File: config.mk
export PLATFORM = sky130hd
export DESIGN_NAME = matrix_scan_pwm_flat
export DESIGN_NICKNAME = d
export VERILOG_FILES = /design/src/rtl/matrix_scan_pwm_pkg.sv /design/src/rtl/matrix_scan_pwm_if.sv /design/src/rtl/matrix_scan_pwm_prescaler.sv /design/src/rtl/matrix_scan_pwm.sv /design/src/flat_wrapper.sv
export SDC_FILE = /design/constraint.sdc
export NUM_CORES = 1
export LEC_CHECK = 0
export ABC_CLOCK_PERIOD_IN_PS = 8340
export BUFFER_PORTS_ARGS = -buffer_cell sky130_fd_sc_hd__buf_2
export CORE_ASPECT_RATIO = 1.25
export CORE_UTILIZATION = 45
export DETAILED_ROUTE_END_ITERATION = 10
export PLACE_DENSITY = 0.72
export RECOVER_POWER = 100
export SLEW_MARGIN = 20
export SYNTH_ARGS = -nofsm -noshare
export SYNTH_HDL_FRONTEND = slang
export SYNTH_SLANG_ARGS = --single-unit
File: constraint.sdc
create_clock -name clk -period 8.34 [get_ports clk]
set_input_delay 0.417 -clock clk [delete_from_list [all_inputs] [get_ports clk]]
set_output_delay 0.417 -clock clk [all_outputs]
set_load 0.02 [all_outputs]
File: src/rtl/matrix_scan_pwm_pkg.sv
// matrix_scan_pwm_pkg: shared types and sizing helpers
// for the LED matrix scan driver.
package matrix_scan_pwm_pkg;

    typedef enum logic {
        ST_BLANK = 1'b0,
        ST_DRIVE = 1'b1
    } state_t;

    // Bits needed to count 0 .. n-1, never less than one.
    function automatic int cnt_w(input int n);
        return (n > 1) ? $clog2(n) : 1;
    endfunction

    // One spare code above the pixel range keeps
    // out-of-range write addresses representable.
    function automatic int addr_w(input int npix);
        return $clog2(npix + 1);
    endfunction

endpackage

File: src/rtl/matrix_scan_pwm_if.sv
// matrix_scan_pwm_if: host write/swap port plus
// matrix pin outputs of the scan driver.
interface matrix_scan_pwm_if
    import matrix_scan_pwm_pkg::*;
#(
    parameter int ROWS_N = 8,
    parameter int COLS_N = 8,
    parameter int BPP    = 2,
    parameter int AW     = addr_w(ROWS_N * COLS_N)
);
    logic              wr_en;
    logic [AW-1:0]     wr_addr;
    logic [BPP-1:0]    wr_data;
    logic              swap;
    logic              swap_ack;
    logic              frame_start;
    logic [ROWS_N-1:0] rows;
    logic [COLS_N-1:0] columns;

    modport master (
        output wr_en, wr_addr, wr_data, swap,
        input  swap_ack, frame_start, rows, columns
    );

    modport slave (
        input  wr_en, wr_addr, wr_data, swap,
        output swap_ack, frame_start, rows, columns
    );
endinterface

File: src/rtl/matrix_scan_pwm_prescaler.sv
// matrix_scan_pwm_prescaler: one-cycle tick every DIV
// clocks; first tick DIV clocks after reset release.
module matrix_scan_pwm_prescaler
    import matrix_scan_pwm_pkg::*;
#(
    parameter int DIV = 4
) (
    input  logic clk,
    input  logic rst,
    output logic tick
);
    localparam int W = cnt_w(DIV);
    localparam logic [W-1:0] LAST = W'(DIV - 1);

    logic [W-1:0] cnt;

    always_ff @(posedge clk) begin
        if (rst) begin
            cnt  <= '0;
            tick <= 1'b0;
        end else begin
            tick <= (cnt == LAST);
            cnt  <= (cnt == LAST) ? '0 : cnt + W'(1);
        end
    end
endmodule

File: src/rtl/matrix_scan_pwm.sv
// matrix_scan_pwm: double-buffered LED matrix scanner
// with per-row blanking and binary-threshold PWM.
module matrix_scan_pwm
    import matrix_scan_pwm_pkg::*;
#(
    parameter int ROWS_N = 8,
    parameter int COLS_N = 8,
    parameter int BPP    = 2,
    parameter int DIV    = 4,
    parameter int BLANK  = 1,
    parameter bit ROW_ON = 1'b1,
    parameter bit COL_ON = 1'b0
) (
    input logic              clk,
    input logic              rst,
    matrix_scan_pwm_if.slave bus
);
    localparam int NPIX  = ROWS_N * COLS_N;
    localparam int SLOTS = (1 << BPP) - 1;
    localparam int CMAX  = (BLANK > SLOTS) ? BLANK : SLOTS;
    localparam int AW    = addr_w(NPIX);
    localparam int PW    = cnt_w(NPIX);
    localparam int RW    = cnt_w(ROWS_N);
    localparam int CW    = cnt_w(CMAX);

    localparam logic [AW-1:0] NPIX_A  = AW'(NPIX);
    localparam logic [CW-1:0] BLANK_L = CW'(BLANK - 1);
    localparam logic [CW-1:0] SLOT_L  = CW'(SLOTS - 1);
    localparam logic [RW-1:0] ROW_L   = RW'(ROWS_N - 1);

    localparam logic [ROWS_N-1:0] ROWS_OFF =
        {ROWS_N{~ROW_ON}};
    localparam logic [COLS_N-1:0] COLS_OFF =
        {COLS_N{~COL_ON}};

    state_t            state, state_n;
    logic [RW-1:0]     row, row_n;
    logic [CW-1:0]     cnt, cnt_n;
    logic              front;
    logic              pending;
    logic              tick;
    logic              wrap;
    logic              flip;
    logic [ROWS_N-1:0] rows_d;
    logic [COLS_N-1:0] cols_d;

    logic [BPP-1:0]    mem [2][NPIX];

    matrix_scan_pwm_prescaler #(
        .DIV (DIV)
    ) u_presc (
        .clk  (clk),
        .rst  (rst),
        .tick (tick)
    );

    always_comb begin
        state_n = state;
        row_n   = row;
        cnt_n   = cnt;
        wrap    = 1'b0;
        if (tick) begin
            unique case (state)
                ST_BLANK: begin
                    if (cnt == BLANK_L) begin
                        state_n = ST_DRIVE;
                        cnt_n   = '0;
                    end else begin
                        cnt_n = cnt + CW'(1);
                    end
                end
                ST_DRIVE: begin
                    if (cnt == SLOT_L) begin
                        state_n = ST_BLANK;
                        cnt_n   = '0;
                        wrap    = (row == ROW_L);
                        row_n   = wrap ? '0 : row + RW'(1);
                    end else begin
                        cnt_n = cnt + CW'(1);
                    end
                end
                default: ;
            endcase
        end
    end

    assign flip = wrap & pending;

    // Outputs are decoded from the next scan position so they
    // land together with the state change on the tick edge.
    always_comb begin
        rows_d = ROWS_OFF;
        cols_d = COLS_OFF;
        if (state_n == ST_DRIVE) begin
            rows_d[row_n] = ROW_ON;
            for (int c = 0; c < COLS_N; c++) begin
                if (int'(mem[front][PW'(int'(row_n) * COLS_N + c)])
                    > int'(cnt_n)) begin
                    cols_d[c] = COL_ON;
                end
            end
        end
    end

    always_ff @(posedge clk) begin
        if (rst) begin
            state           <= ST_BLANK;
            row             <= '0;
            cnt             <= '0;
            front           <= 1'b0;
            pending         <= 1'b0;
            bus.rows        <= ROWS_OFF;
            bus.columns     <= COLS_OFF;
            bus.swap_ack    <= 1'b0;
            bus.frame_start <= 1'b0;
        end else begin
            state           <= state_n;
            row             <= row_n;
            cnt             <= cnt_n;
            if (flip) front <= ~front;
            pending         <= flip ? bus.swap
                                    : (pending | bus.swap);
            bus.rows        <= rows_d;
            bus.columns     <= cols_d;
            bus.swap_ack    <= flip;
            bus.frame_start <= wrap;
        end
    end

    // Writes use the pre-flip back bank, so a write in the
    // flip cycle ends up in the new front bank.
    always_ff @(posedge clk) begin
        if (rst) begin
            for (int b = 0; b < 2; b++) begin
                for (int p = 0; p < NPIX; p++) begin
                    mem[b][p] <= '0;
                end
            end
        end else if (bus.wr_en && (bus.wr_addr < NPIX_A)) begin
            mem[~front][bus.wr_addr[PW-1:0]] <= bus.wr_data;
        end
    end
endmodule

File: src/flat_wrapper.sv
// flat-port wrapper written by rule: the top's interface ports become plain ports
module matrix_scan_pwm_flat import matrix_scan_pwm_pkg::*;
#(
    parameter int ROWS_N = 8,
    parameter int COLS_N = 8,
    parameter int BPP    = 2,
    parameter int DIV    = 4,
    parameter int BLANK  = 1,
    parameter bit ROW_ON = 1'b1,
    parameter bit COL_ON = 1'b0
)
  (clk, rst, bus_wr_en, bus_wr_addr, bus_wr_data, bus_swap, bus_swap_ack, bus_frame_start, bus_rows, bus_columns);
  matrix_scan_pwm_if #(.ROWS_N(ROWS_N), .COLS_N(COLS_N), .BPP(BPP)) bus_i ();
  input logic clk;
  input logic rst;
  input wire logic [$bits(bus_i.wr_en)-1:0] bus_wr_en;
  input wire logic [$bits(bus_i.wr_addr)-1:0] bus_wr_addr;
  input wire logic [$bits(bus_i.wr_data)-1:0] bus_wr_data;
  input wire logic [$bits(bus_i.swap)-1:0] bus_swap;
  output wire logic [$bits(bus_i.swap_ack)-1:0] bus_swap_ack;
  output wire logic [$bits(bus_i.frame_start)-1:0] bus_frame_start;
  output wire logic [$bits(bus_i.rows)-1:0] bus_rows;
  output wire logic [$bits(bus_i.columns)-1:0] bus_columns;
  assign bus_i.wr_en = bus_wr_en;
  assign bus_i.wr_addr = bus_wr_addr;
  assign bus_i.wr_data = bus_wr_data;
  assign bus_i.swap = bus_swap;
  assign bus_swap_ack = bus_i.swap_ack;
  assign bus_frame_start = bus_i.frame_start;
  assign bus_rows = bus_i.rows;
  assign bus_columns = bus_i.columns;
  matrix_scan_pwm #(.ROWS_N(ROWS_N), .COLS_N(COLS_N), .BPP(BPP), .DIV(DIV), .BLANK(BLANK), .ROW_ON(ROW_ON), .COL_ON(COL_ON)) u_core (.clk(clk), .rst(rst), .bus(bus_i));
endmodule
# Word level (Yosys, flattened, before mapping)
# Memory sizes are Yosys's and may differ from the RTL's. A register that Yosys moved wholly into a read port is not among the register bits.
# Cells that the tools add are included.
[word_totals]
reg_bits = 29
latch_bits = 0
mem_bits_rw = 256
rom_bits = 0
in_bits = 13
output_inout_bits = 18
word_cells = 129
n_memories = 1
[mem_list]
columns = ["memory", "words", "word_bits", "rd", "rd_clocked_by_memory_dff", "wr", "line_no", "text"]
rows = [
  ["u_core.mem", 2, 128, 1, 1, 2, "matrix_scan_pwm.sv:47", "logic [BPP-1:0] mem [2][NPIX];"],
]
[classes]
addsub = 10
multipliers = 0
div = 0
order_cmp = 21
n_eq_ne = 3
shifts = 0
muxes = 62
n_bitwise = 14
n_reduce_logical = 7
[ops]
columns = ["cell", "n"]
rows = [
  ["$mux W128", 3],
  ["$reduce_or A128 Y1", 1],
  ["$bmux W2 S6", 8],
  ["$ge A6 B7 Y1 const B", 8],
  ["$not A6 Y6", 8],
  ["$mux W2", 20],
  ["$add A6 B3 Y6 const B", 4],
  ["$mux W1", 23],
  ["$gt A2 B2 Y1", 8],
  ["$add A6 B2 Y6 const B", 2],
  ["$demux W2 S6", 1],
  ["$mux W3", 4],
  ["$ge A7 B7 Y1 const B", 1],
  ["$lt A7 B1 Y1 const B", 1],
  ["$lt A7 B7 Y1 const B", 1],
  ["$not A6 Y7", 1],
  ["$add A6 B1 Y6 const B", 1],
  ["$add A2 B1 Y2 const B", 2],
  ["$eq A2 B2 Y1 const B", 2],
  ["$lt A3 B4 Y1 const B", 1],
  ["$pmux W2 S2", 1],
  ["$reduce_or A2 Y1", 2],
  ["$add A3 B1 Y3 const B", 1],
  ["$demux W1 S3", 1],
  ["other kinds (8)", 12],
]

# Longest topological paths before layout
[logic_depth]
ltp_word = 12
ltp_mapped = 16
mapped_depth_nobuf = 13

# Cells and area by module
# From an unflattened synthesis, not the netlist that was laid out.
[hier_totals]
hier_cells = 975
hier_area_um2 = 13113.8
[modules_own_cells]
columns = ["mod", "instances", "cells_per_inst", "area_each_um2", "seq_area_each_um2"]
rows = [
  ["matrix_scan_pwm", 1, 968, 13010.0, 8227.9],
  ["matrix_scan_pwm_prescaler", 1, 7, 103.8, 60.1],
]

# Least setup slack after synthesis
# No wires, ideal clock.
[synth_path]
kind = "register to register"
startpoint = "register u_core.cnt[0]"
endpoint = "register u_core.bus.columns[6]"
setup_time_ns = 0.129
t_arrival_ns = 2.554
required_ns = 8.211
slack_ns = 5.657
stages_incl_launch_ff = 15
path_buffers = 2
period_less_slack_ns = 2.683
path_cell_list = "dfxtp_1 inv_1 ha_1 and3_1 buf_6 mux2_4 buf_6 mux2_4 o22ai_2 a2111oi_0 a221o_1 ha_1 a21oi_1 a21oi_1 nand2_1"
[synth_via]
elab_chain_cells = 11
elab_cells_between_ends = 23
cone_classes = "2 x add/sub; 1 x order compare; 1 x eq/ne; 15 x mux; 2 x bitwise; 2 x reduce/logical"
[synth_lines]
columns = ["item", "line_no", "text"]
rows = [
  ["start, declared", "matrix_scan_pwm.sv:38", "logic [CW-1:0] cnt, cnt_n;"],
  ["start signal, assigned", "matrix_scan_pwm.sv:119", "cnt <= cnt_n;"],
  ["$eq A2 B2 Y1", "matrix_scan_pwm.sv:73", "if (cnt == SLOT_L) begin"],
  ["$mux W3", "matrix_scan_pwm.sv:73", ""],
  ["$mux W3", "matrix_scan_pwm.sv:63", "unique case (state)"],
  ["$mux W3", "matrix_scan_pwm.sv:62", "if (tick) begin"],
  ["$add A6 B3 Y6", "matrix_scan_pwm.sv:97", "if (int'(mem[front][PW'(int'(row_n) * COLS_N + c)])"],
  ["$not A6 Y6 (not written as such)", "matrix_scan_pwm.sv:97", ""],
  ["$bmux W2 S6", "matrix_scan_pwm.sv:97", ""],
  ["$mux W2 (not written as such) (2 in a row)", "matrix_scan_pwm.sv:97", ""],
  ["$gt A2 B2 Y1", "matrix_scan_pwm.sv:98", "> int'(cnt_n)) begin"],
  ["$mux W1", "matrix_scan_pwm.sv:97", ""],
  ["end signal, assigned", "matrix_scan_pwm.sv:124", "bus.columns <= cols_d;"],
  ["end, declared", "matrix_scan_pwm_if.sv:27", "output swap_ack, frame_start, rows, columns"],
]
# Several ways; a longest one is shown, not always the timed one. The select of a mux whose other input is x is not followed.
# A chain may end at the register's enable or synchronous reset.

# Worst setup path after layout
# Same ends and word-level chain as after synthesis.

==> flow_summary.yaml <==
status:
  status: "finished, violations left"
  violations: "max-capacitance violations, max-slew violations"
route:
  vias: 9666
  drt_iter0_drc: 1050
  drt-wirelength-per-cell_um: 21.58
  vias_per_cell: 5.926
  drc: 0
  ant_nets: 0
  drtPass1Iterations: 5
  finalWirelength_um: 35200
power_and_ir_drop:
  seq_power_share_pct: 55.1
  p_leak_nw: 5.254
  ir_drop_mv: 0.1435
  p_switching_mw: 0.6566
  pwr-share-comb_pct: 5.9
  p_int_mw: 2.332
  p_sw_share_pct: 21.97
  power.density_nw_per_um2: 206.1
  clkPwrFrac_pct: 38.9
worst_setup_path:
  critPathLaunch: "u_core.cnt[0]"
  r2r_start: "u_core.cnt[0]"
  worst-setup-path-type: "flip-flop to flip-flop"
  cp-end-kind: "flip-flop"
  ff2ff_path_depth: 11
  r2r_end: "u_core.bus.columns[6]"
  cp.required_ns: 8.72
  crit_fanout: 68
  crit_arrival_ns: 5.82
  start_kind: "flip-flop"
  r2r_slack_ns: 2.90
floorplanning:
  die_w_um: 156.0
  die_h_um: 194.5
  fp-row-count: 70
  coreArea_um2: 29170
  start_util_pct: 45.75
  dieArea_um2: 30350
  io_pins: 31
final_layout:
  antennaDiodeCount: 0
  multi_input_area_um2: 4594
  seq_area_um2: 8288
  fillers: 2565
  finish.net_count: 1253
  syn2layout_area_growth_pct: 8.656
  final_layout_size_suffix_gt1_share_pct: 6.964
  final_cells: 1631
logic_synthesis:
  synthFlopType: "edfxtp_1"
  ys_warn_count: 0
  yosysUniqueCellTypes: 46
  synth_area_um2: 13340
  synthArstFlopShare_pct: 0
  synth-edff-count: 256
  avgSynthCellArea_um2: 10.74
  syn-instance-count: 1242
  syn_nets: 1278
  yosysSeqAreaShare_pct: 62.12
  ys_ff_latch: 286
grt:
  grt_max_degree: 85
  antenna_found_initial: 0
  grt_pass1_vias: 9422
  grt_pass1_wl_um: 53500
  grt_usage_pct: 23.28
  overflow: 0
clock_tree:
  clk_pin_slew_ns: 0.06
  cts.hold.buffers_added: 0
  cts_buffer_depth: 3
  post-cts-setup-buffers: 0
  clk-insertion-delay-late_ns: 0.54
  cts_max_level: 1
  cts_resized: 0
  cts_root_buf: "clkbuf_16"
  clock-sinks: 286
  cts_made_buffers: 27
  cts_tree: "done"
place:
  hpwl_um: 21790
  portBuffers: 30
  dp.cells: 1584
  gp_congestion: 0.8439
timing:
  skew_ns: 0.009954
  relSlewSlack_pct: -115.7
  post-route-period-util_pct: 65.18
  clock.fmax_mhz: 183.9
  setup_viol: 0
  min_period_ns: 5.436
  hold_viol_final: 0
  worst_slew_pin_slew_ns: 3.235
  fin_setup_tns_ns: 0
  slew_viol_final: 371
  rsz0062_at_grt: "false"
hold_path:
  hold_start: "bus_swap"
  hold_path.class: "input port to flip-flop"
  hold_end: "u_core.pending"
  whs_path_depth: 3
flow_run:
  max-cap-violations: 8
==> metal layers <==
layer	global-route usage, %	vias to the layer above	part of all wire (%)
met2	40.21	531	50
met3	3.501	98	9.2
met4	10.02	0	4.3
met5	0	-	0
met1	28.75	4665	37
li1	-	4372	-
==> cells in the mapped netlist, types with 2 or more instances <==
library cell | number | area share (%)
a22oi_1 | 2 | 0.11
a21o_1 | 43 | 2.4
buf_4 | 2 | 0.11
nor2_1 | 280 | 7.9
buf_1 | 2 | 0.056
nor3b_1 | 5 | 0.28
nand2_1 | 139 | 3.9
a21oi_1 | 84 | 3.2
o21ai_0 | 45 | 1.7
nand4_1 | 14 | 0.66
clkbuf_1 | 70 | 2.0
o21ai_1 | 7 | 0.26
ha_1 | 23 | 2.2
dfxtp_1 | 30 | 4.5
mux2_4 | 2 | 0.23
nand3_1 | 17 | 0.64
a31oi_1 | 8 | 0.38
mux2_2 | 2 | 0.17
mux2i_1 | 39 | 2.9
buf_6 | 5 | 0.42
nor3_1 | 9 | 0.34
buf_2 | 25 | 0.94
edfxtp_1 | 256 | 58
a32oi_1 | 31 | 2.0
and2_1 | 8 | 0.38
o21bai_1 | 21 | 1.2
and3_1 | 31 | 1.5
or2_2 | 3 | 0.14
inv_1 | 11 | 0.31
a2111oi_0 | 2 | 0.13
and4_1 | 8 | 0.53
nor2b_1 | 4 | 0.19
==> worst max path at each step <==
stage	to	slack (ns)
after floorplan	u_core.bus.columns[6]	5.66
after global placement	u_core.bus.columns[6]	4.21
after detailed placement	u_core.bus.columns[6]	4.08
after CTS	u_core.bus.columns[6]	4.02
after global routing	u_core.bus.columns[6]	2.58
final	u_core.bus.columns[6]	2.90
==> registers in the layout, indices dropped and copies added, names as in the netlist, named ones only <==
register / cells
u_core.mem: 256
u_core.bus.frame_start: 1
u_core.bus.columns: 8
u_core.bus.swap_ack: 1
u_core.bus.rows: 8
u_core.front: 1
u_core.cnt: 2
u_core.state: 1
u_core.row: 3
u_core.pending: 1
u_core.u_presc.cnt: 2
u_core.u_presc.tick: 1
==> worst max-delay path: stages, from the launching register on <==
cell	delay [ns]
dfxtp_1	0.33
inv_1	0.11
ha_1	0.18
and3_1	0.26
mux2i_1	1.95
buf_4	0.86
a2111oi_0	0.21
a2111oi_0	0.72
a221o_1	0.21
ha_1	0.24
a21oi_1	0.15
nand2_1	0.06
==> layout make-up <==
| cell class | count | share of cell area, % |
|---|---|---|
| Clock inverter | 16 | 0.8630 |
| Timing Repair Buffer | 51 | 1.812 |
| Inverter | 11 | 0.2848 |
| Tap cell | 396 | 3.418 |
| Multi-Input combinational cell | 840 | 31.69 |
| Clock buffer | 31 | 4.764 |
| Sequential cell | 286 | 57.17 |
==> cell usage in the layout (no fill, tap or decap), types with 27 or more instances in the layout <==
| cell | n |
|---|---|
| and3_1 | 30 |
| a32oi_1 | 31 |
| mux2i_1 | 38 |
| dfxtp_1 | 30 |
| nor2_1 | 277 |
| clkbuf_1 | 28 |
| nand2_1 | 139 |
| o21ai_0 | 46 |
| a21oi_1 | 83 |
| a21o_1 | 43 |
| clkbuf_16 | 27 |
| edfxtp_1 | 256 |
==> metrics by stage <==
step                      hold slack [ns]  area (µm²)  setup slack [ns]  utilization [%]  total power [mW]
after global routing               0.1306       14500             2.576            49.71             3.068
after CTS                         0.09030       14580             4.024            49.99             2.990
after global placement             0.4146       13760             4.208            47.19             1.841
final                             0.09590       14500             2.904            49.71             2.988
after detailed placement           0.4382       13760             4.079            47.19             1.849
after floorplan                    0.4073       13340             5.657                -             1.786
==> power by group through the flow <==
stage / Combinational (mW) / Sequential [mW] / Clock (mW)
5_1_grt: 0.194 / 1.65 / 1.22
3_5_place_dp: 0.172 / 1.68 / 0
2_1_floorplan: 0.117 / 1.67 / 0
6_report: 0.177 / 1.65 / 1.16
3_3_place_gp: 0.166 / 1.68 / 0
4_1_cts: 0.173 / 1.65 / 1.17
==> cells by family (layout without fill, tap and decap cells) <==
family,Yosys count,in the layout,synth area share (%)
adder cells (fa/ha/maj),23,23,2.157
AND/OR/NAND/NOR,526,526,16.87
XOR/XNOR,1,1,0.06565
buffers and inverters,116,109,3.845
flip-flops,286,286,62.12
AO/OA/AOI/OAI,247,247,11.63
multiplexers,43,43,3.320
No activity file was read; power rests on OpenSTA's default activity.
